**src/rtl/hazard_unit.sv**
```systemverilog
// RAW hazard detection over an EXE/MEM/WB write-tracking slot pipeline, with stall counter.
// Build option: define FORWARDING_EN for load-use-only stalls and live EXE forward selects.
module hazard_unit #(
    parameter int REG_ADDR_LEN  = 5,
    parameter int STALL_CNT_LEN = 16
) (
    input  logic                     clk,
    input  logic                     rst,
    input  logic [REG_ADDR_LEN-1:0]  id_src1,
    input  logic [REG_ADDR_LEN-1:0]  id_src2,
    input  logic                     id_two_src,
    input  logic [REG_ADDR_LEN-1:0]  id_dest,
    input  logic                     id_wb_en,
    input  logic                     id_mem_r_en,
    input  logic                     flush,
    output logic                     hazard_detected,
    output logic [1:0]               fwd_sel_a,
    output logic [1:0]               fwd_sel_b,
    output logic [STALL_CNT_LEN-1:0] stall_count
);

    typedef struct packed {
        logic                    wb_en;
        logic                    mem_r_en;
        logic [REG_ADDR_LEN-1:0] dest;
        logic [REG_ADDR_LEN-1:0] src1;
        logic [REG_ADDR_LEN-1:0] src2;
        logic                    two_src;
    } slot_t;

    localparam slot_t SLOT_BUBBLE = '0;

    localparam logic [1:0] SEL_REGFILE = 2'b00;
    localparam logic [1:0] SEL_MEM     = 2'b01;
    localparam logic [1:0] SEL_WB      = 2'b10;

    slot_t exe_q, exe_d;
    slot_t mem_q, mem_d;
    slot_t wb_q,  wb_d;
    logic [STALL_CNT_LEN-1:0] stall_cnt_q, stall_cnt_d;

    logic raw;
    logic src1_hit_exe, src2_hit_exe;
    logic src1_hit_mem, src2_hit_mem;

    // Register 0 is hardwired, so a slot targeting it never produces a dependency.
    function automatic logic slot_writes(input slot_t s, input logic [REG_ADDR_LEN-1:0] r);
        return s.wb_en && (s.dest == r) && (r != '0);
    endfunction

    function automatic logic [1:0] fwd_select(input slot_t m, input slot_t w,
                                              input logic [REG_ADDR_LEN-1:0] r);
        logic [1:0] sel;
        sel = SEL_REGFILE;
        if (slot_writes(m, r)) begin
            sel = SEL_MEM;
        end else if (slot_writes(w, r)) begin
            sel = SEL_WB;
        end
        return sel;
    endfunction

    always_comb begin
        src1_hit_exe = slot_writes(exe_q, id_src1);
        src2_hit_exe = id_two_src && slot_writes(exe_q, id_src2);
        src1_hit_mem = slot_writes(mem_q, id_src1);
        src2_hit_mem = id_two_src && slot_writes(mem_q, id_src2);
    end

`ifdef FORWARDING_EN
    // Only a load still in EXE cannot be bypassed in time for the next instruction.
    always_comb begin
        raw = exe_q.mem_r_en && (src1_hit_exe || src2_hit_exe);
    end

    always_comb begin
        fwd_sel_a = fwd_select(mem_q, wb_q, exe_q.src1);
        fwd_sel_b = SEL_REGFILE;
        if (exe_q.two_src) begin
            fwd_sel_b = fwd_select(mem_q, wb_q, exe_q.src2);
        end
    end
`else
    // WB is excluded: the register file writes in the first half and reads in the second.
    always_comb begin
        raw = src1_hit_exe || src2_hit_exe || src1_hit_mem || src2_hit_mem;
    end

    always_comb begin
        fwd_sel_a = SEL_REGFILE;
        fwd_sel_b = SEL_REGFILE;
    end
`endif

    always_comb begin
        hazard_detected = raw && !flush;
    end

    // The bubble is forced here rather than taken from squashed controller enables,
    // which would close a loop through hazard_detected.
    always_comb begin
        exe_d = SLOT_BUBBLE;
        if (!(raw || flush)) begin
            exe_d.wb_en    = id_wb_en;
            exe_d.mem_r_en = id_mem_r_en;
            exe_d.dest     = id_dest;
            exe_d.src1     = id_src1;
            exe_d.src2     = id_src2;
            exe_d.two_src  = id_two_src;
        end
        mem_d = exe_q;
        wb_d  = mem_q;
    end

    always_comb begin
        stall_cnt_d = stall_cnt_q;
        if (hazard_detected && !(&stall_cnt_q)) begin
            stall_cnt_d = stall_cnt_q + 1'b1;
        end
    end

    always_ff @(posedge clk or negedge rst) begin
        if (!rst) begin
            exe_q       <= SLOT_BUBBLE;
            mem_q       <= SLOT_BUBBLE;
            wb_q        <= SLOT_BUBBLE;
            stall_cnt_q <= '0;
        end else begin
            exe_q       <= exe_d;
            mem_q       <= mem_d;
            wb_q        <= wb_d;
            stall_cnt_q <= stall_cnt_d;
        end
    end

    assign stall_count = stall_cnt_q;

    // Not every slot field feeds logic in every build; slots keep a uniform layout.
    logic unused_slot_bits;
    assign unused_slot_bits = ^{exe_q, mem_q, wb_q};

endmodule

```
**config.mk**
```make
export PLATFORM = sky130hd
export DESIGN_NAME = hazard_unit
export DESIGN_NICKNAME = d
export VERILOG_FILES = /design/src/rtl/hazard_unit.sv
export SDC_FILE = /design/constraint.sdc
export NUM_CORES = 1
export LEC_CHECK = 0
export ABC_CLOCK_PERIOD_IN_PS = 2200
export BUFFER_PORTS_ARGS = -buffer_cell sky130_fd_sc_hd__buf_2
export CELL_PAD_IN_SITES_DETAIL_PLACEMENT = 1
export CELL_PAD_IN_SITES_GLOBAL_PLACEMENT = 1
export CORE_MARGIN = 1
export CORE_UTILIZATION = 25
export DETAILED_ROUTE_END_ITERATION = 8
export PLACE_DENSITY = 0.6
export REMOVE_ABC_BUFFERS = 1
export SYNTH_ARGS = -nofsm -noshare
export SYNTH_HDL_FRONTEND = slang
export SYNTH_SLANG_ARGS = --single-unit
```
**constraint.sdc**
```tcl
create_clock -name clk -period 2.2 [get_ports clk]
set_input_delay 0.22 -clock clk [delete_from_list [all_inputs] [get_ports clk]]
set_output_delay 0.22 -clock clk [all_outputs]
set_load 0.02 [all_outputs]
```
==> results_dict.tcl, run 1 <==
set metrics [dict create \
    status "completed" \
    final_net_count 200 \
    setup_viol 0 \
    hold_buffers 1 \
    dr.pass1.iters 4 \
    fin_util_pct 32.2 \
    place_congestion 0.751 \
    gr-usage-met3_pct 1.63 \
    cts_buffers 3 \
    clk_latency_ns 0.27 \
    port_buffers 36 \
    drv_cap 0 \
    htree_num_levels 1 \
    crit_type "reg -> reg" \
    min_to "exe_q[15]" \
    rows 27 \
    syn_to_final_growth_pct 22.9 \
    vdd_drop_max_uv 320 \
    synth_area_per_cell_sq_um 10.8 \
    worst-path-max-fanout 5 \
    fin_skew_ns 0.00452 \
    dp_hpwl_mm 2.50 \
    grt_max_degree 29 \
    cp_top_family "simple AND/OR/NAND/NOR gates" \
    final_cell_area_sq_um 1790 \
    rsz0062_at_grt "false" \
    worstPathArrival_ns 2.23 \
    worstRegToRegCells 7 \
    dieHeight_microns 78.2 \
    ctsResizeCount 0 \
    yosys_warnings 0 \
    reg2reg_from "stall_count[3]" \
    antennaDiodeCount 0 \
    synth_area_leaders "dfrtp_1, xnor2_1, xor2_1" \
    synth_top_area_share_pct 48.2 \
    fin_cells 249 \
    io_pins 42 \
    wl_per_cell_microns 13.3 \
    drv_slew 0 \
    required_ns 2.37 \
    slew_headroom_pct 57.2 \
    synth_seq_cells 28 \
    vias_per_cell 4.45 \
    clock_path_buffers 2 \
    fin_crit_ns 2.06 \
    drtIter0Drc 33 \
    met2_usage_pct 20.8 \
    max_stage_delay_ns 0.41 \
    place_inst 244 \
    synthFlopType "dfrtp_1" \
    p_per_area_nw_per_um2 604 \
    syn_area_sq_um 1450 \
    synth_most_common_cell "dfrtp_1" \
    place_area_sq_um 1720 \
    gr-total-overflow 0 \
    grtUsageMet1_pct 15.9 \
    grt_pass1_vias 1242 \
    cts_sinks 28 \
    root_buffer "clkbuf_8" \
    synth_largest_area_cell "dfrtp_1" \
    worstPathCellList "and3_4 > nand3_2 > or2_4 > o41ai_4 > buf_4 > nor2_2 > mux2_4" \
    min_from "id_dest[4]" \
    ys_seq_area_share_pct 48.2 \
    final.period_utilization_pct 93.7 \
    end_kind "register" \
    critPathLaunchType "register" \
    fp.dieW_microns 78.2 \
    fmax_mhz 485 \
    cpMaxStageDelayCell "dfrtp_1" \
    dieArea_sq_um 6120 \
    setup-tns-final_ns 0 \
    hold_path.class "in -> reg" \
    path_buf_inv 1 \
    r2r_end "stall_count[1]" \
    hold_depth 2 \
    wl_mm 3.31 \
    antenna_found_initial 0 \
    post_cts_buffers 0 \
    antenna_left 0 \
    drc 0 \
    coreArea_sq_um 5540 \
    startpoint "stall_count[3]" \
    busiest_layer "met2" \
    total_leakage_power_uw 0.000892 \
    grtUsageTotal_pct 12.1 \
    synth_common_cells "dfrtp_1, xnor2_1, xor2_1" \
    ff2ff_setup_slack_ns 0.14 \
    finalPower_uw 1080 \
    ys_async_sr_fraction_pct 100 \
    start_util_pct 26.2 \
    vias 1107 \
    worstMarginPinSlew_ns 0.643 \
    postSynthCellCount 135 \
    nFillCells 655 \
    clk_pin_slew_worst_paths_ns 0.10 \
    grt_pass1_wl_mm 5.84 \
    cts_tree "built" \
    synth_edf_count 0 \
    hold_viol_final 0 \
    drive_gt1_share_pct 28.8 \
    synth_cell_types 27 \
]
## cells by family (layout without fill, tap and decap cells)
family | count (synthesis) | in the layout | share of synthesized area (%)
AO/OA/AOI/OAI | 4 | 4 | 3.36
XOR/XNOR | 35 | 35 | 21.1
adder cells (fa/ha/maj) | 1 | 1 | 0.861
buffers and inverters | 8 | 47 | 3.79
flip-flops | 28 | 28 | 48.2
multiplexers | 1 | 1 | 1.03
other | 1 | 4 | 0.258
AND/OR/NAND/NOR | 57 | 57 | 21.4
## cell type report
cell class	count	area (sq um)	area share (%)
well taps	72	90.1	5.05
repair buffers	42	228	12.8
inverters	1	3.75	0.210
clock buffers	4	55.1	3.08
flip-flops and latches	28	701	39.2
multi-input cells	102	708	39.7
## flip-flops by register name (all words and copies together), names as in the netlist
register,count
exe_q,6
mem_q,6
stall_count,16
## worst max-delay path by stage
stage,endpoint,cells past startpoint
2_1_floorplan,stall_count[1],6
3_3_place_gp,stall_count[1],7
3_5_place_dp,stall_count[1],7
4_1_cts,stall_count[1],7
5_1_grt,stall_count[1],7
6_report,stall_count[1],7
## power by group
group	switching (uW)	leakage, uW	total (uW)	internal, uW
clock network	160	0.0000288	321	160
logic	99.4	0.000486	184	84.3
registers	32.4	0.000377	575	542
## through the flow
step                setup slack (ns)  hold WS (ns)
global route                  0.0407         0.176
finish                         0.138         0.182
CTS                            0.131         0.180
floorplan                     -0.104       -0.0756
detailed placement             0.151         0.278
global placement               0.158         0.276
## layer usage
layer	vias up	wire [microns]
met5	-	0
met4	0	36
met3	4	129
met2	26	1570
met1	534	1570
li1	543	-
## layout by cell type (no fill, tap or decap)
cell type | netlist | layout
nor2_1 | 5 | 5
xnor2_1 | 20 | 20
dfrtp_1 | 28 | 28
nand4_1 | 6 | 6
xor2_1 | 15 | 15
buf_4 | 4 | 5
nor2_2 | 1 | 1
nor4_1 | 4 | 4
nor3_1 | 10 | 10
nand3_1 | 5 | 5
nor3b_1 | 1 | 1
dlygate4sd3_1 | 0 | 1
mux2_4 | 1 | 1
inv_1 | 1 | 1
and3_1 | 6 | 6
nand2_1 | 13 | 13
clkbuf_8 | 0 | 4
ha_1 | 1 | 1
nor4b_1 | 1 | 1
buf_2 | 2 | 36
a32oi_1 | 1 | 1
nand3_2 | 1 | 1
o41ai_4 | 1 | 1
and3_4 | 1 | 1
conb_1 | 1 | 4
or4_1 | 2 | 2
or2_4 | 1 | 1
o22ai_1 | 2 | 2
Power figures use the tool's default switching activity.
==> run 2, diff against run 1 <==
--- a/config.mk
+++ b/config.mk
@@ -14,6 +14,7 @@
 export DETAILED_ROUTE_END_ITERATION = 8
 export PLACE_DENSITY = 0.6
 export REMOVE_ABC_BUFFERS = 1
+export SLEW_MARGIN = 15
 export SYNTH_ARGS = -nofsm -noshare
 export SYNTH_HDL_FRONTEND = slang
 export SYNTH_SLANG_ARGS = --single-unit
==> constraint.sdc (replaced) <==
create_clock -name clk -period 2.2 [get_ports clk]
set_input_delay 0 -clock clk [delete_from_list [all_inputs] [get_ports clk]]
set_output_delay 0 -clock clk [all_outputs]
set_load 0.02 [all_outputs]
==> run 2 against run 1 <==
Compared with the run above: count of clock-buffer cells in the layout did not move; critical endpoint unchanged; utilization rose by 1.6 points; die area did not move.
==> results_dict.tcl, run 2 (synthesis results as in run 1) <==
set metrics [dict create \
    grtUsageTotal_pct 12.2 \
    largest_register_ffs 16 \
    vias 1169 \
    final.period_utilization_pct 94.2 \
    place_congestion 0.718 \
    dieHeight_microns 78.2 \
    cts_buffers 3 \
    cpMaxStageDelayCell "dfrtp_1" \
    syn_to_final_growth_pct 28.9 \
    fin_skew_ns 0.00419 \
    drv_cap 0 \
    rows 27 \
    fin_crit_ns 2.07 \
    worstPathArrival_ns 2.24 \
    setup_viol 0 \
    status "completed" \
    worstMarginPinSlew_ns 0.627 \
    grt_pass1_vias 1249 \
    drv_slew 0 \
    end_kind "register" \
    max_stage_delay_ns 0.38 \
    cts_tree "built" \
    hold_depth 3 \
    vdd_drop_max_uv 386 \
    nFillCells 650 \
    worst-path-max-fanout 11 \
    worstRegToRegCells 7 \
    dr.pass1.iters 3 \
    gr-total-overflow 0 \
    drc 0 \
    grt_pass1_wl_mm 5.87 \
    coreArea_sq_um 5540 \
    root_buffer "clkbuf_8" \
    p_per_area_nw_per_um2 582 \
    place_area_sq_um 1740 \
    finalPower_uw 1090 \
    fp.dieW_microns 78.2 \
    mostFrequentLayoutCells "buf_2, dfrtp_1, xnor2_1" \
    crit_type "reg -> reg" \
    required_ns 2.37 \
    start_util_pct 26.2 \
    path_buf_inv 1 \
    antenna_left 0 \
    final_common_cell "buf_2" \
    cp_top_family "simple AND/OR/NAND/NOR gates" \
    clock_path_buffers 2 \
    place_ws_ns 0.115 \
    critPathLaunchType "register" \
    wl_mm 3.44 \
    total_leakage_power_uw 0.000935 \
    fmax_mhz 482 \
    dp_hpwl_mm 2.64 \
    htree_num_levels 1 \
    wl_per_cell_microns 13.3 \
    setup_ws_ns 0.127 \
    path_depth 7 \
    final_net_count 209 \
    antennaDiodeCount 0 \
    drive_gt1_share_pct 29.0 \
    slew_headroom_pct 58.2 \
    port_buffers 36 \
    grt_max_degree 29 \
    cts_sinks 28 \
    dieArea_sq_um 6120 \
    vias_per_cell 4.53 \
    antenna_found_initial 0 \
    worstPathCellList "and3_4 > nand3_2 > or2_4 > o41ai_4 > buf_6 > nor2_2 > mux2_4" \
    drtIter0Drc 15 \
    clk_latency_ns 0.27 \
    setup-tns-final_ns 0 \
    clk_pin_slew_worst_paths_ns 0.10 \
    io_pins 42 \
    final_cell_area_sq_um 1870 \
    rsz0062_at_grt "false" \
    hold_viol_final 0 \
    hold_path.class "in -> reg" \
]
-- run 2: cell count changes in the layout (fill, tap and decap cells not counted) --
cell	before	now
buf_6	0	1
dlygate4sd3_1	1	7
buf_4	5	7
-- run 2: cell type report --
cell class	count	area [sq um]	area share, %
multi-input cells	102	708	37.8
inverters	1	3.75	0.201
flip-flops and latches	28	701	37.4
well taps	72	90.1	4.81
repair buffers	51	314	16.8
clock buffers	4	55.1	2.94
-- run 2: worst reg2reg max path: cells and delay by family, from the launching register on --
family	cells	cell delay (ns)
mux	1	0.30
flops	1	0.38
simple gates	4	0.71
buf+inv	1	0.20
compound gates	1	0.38
-- run 2: what timing repair did --
| action | CTS | global route |
|---|---|---|
| endpoints found under the hold margin | 34 | 0 |
| endpoints found under the setup margin | 0 | 1 |
| buffers inserted | 0 | 1 |
| gates resized for setup | 0 | 1 |
| hold buffers | 7 | 0 |
-- run 2: layer usage --
metal,share of wire [%],track usage [%],vias up
li1,-,-,559
met1,46,15.8,580
met2,50,21.4,26
met3,2.9,1.40,4
met4,1.1,3.33,0
met5,0,0,-
-- run 2: per-stage QoR --
stage	hold WS [ns]	std cells	utilization, %
after floorplan	-0.296	131	-
after global placement	0.0557	246	31.3
after detailed placement	0.0615	246	31.3
after CTS	0.0511	257	33.6
after global routing	0.0699	258	33.8
final	0.0453	258	33.8
-- run 2: worst paths after layout --
kind                                    to  slack [ns]      startpoint
min in group asynchronous   stall_count[6]        0.27             rst
min reg2reg                      mem_q[17]        0.42       exe_q[17]
max in group asynchronous        exe_q[17]        1.52             rst
min                        stall_count[12]        0.05           flush
max                         stall_count[1]        0.13  stall_count[4]
max reg2reg                 stall_count[1]        0.13  stall_count[4]
-- run 2: where the power goes --
group          leakage [uW]  total, uW  internal (uW)  switching (uW)
Sequential         0.000377        577            542            34.4
Combinational      0.000529        194           92.3             102
Clock             0.0000288        319            160             159
Total              0.000935       1090            795             295
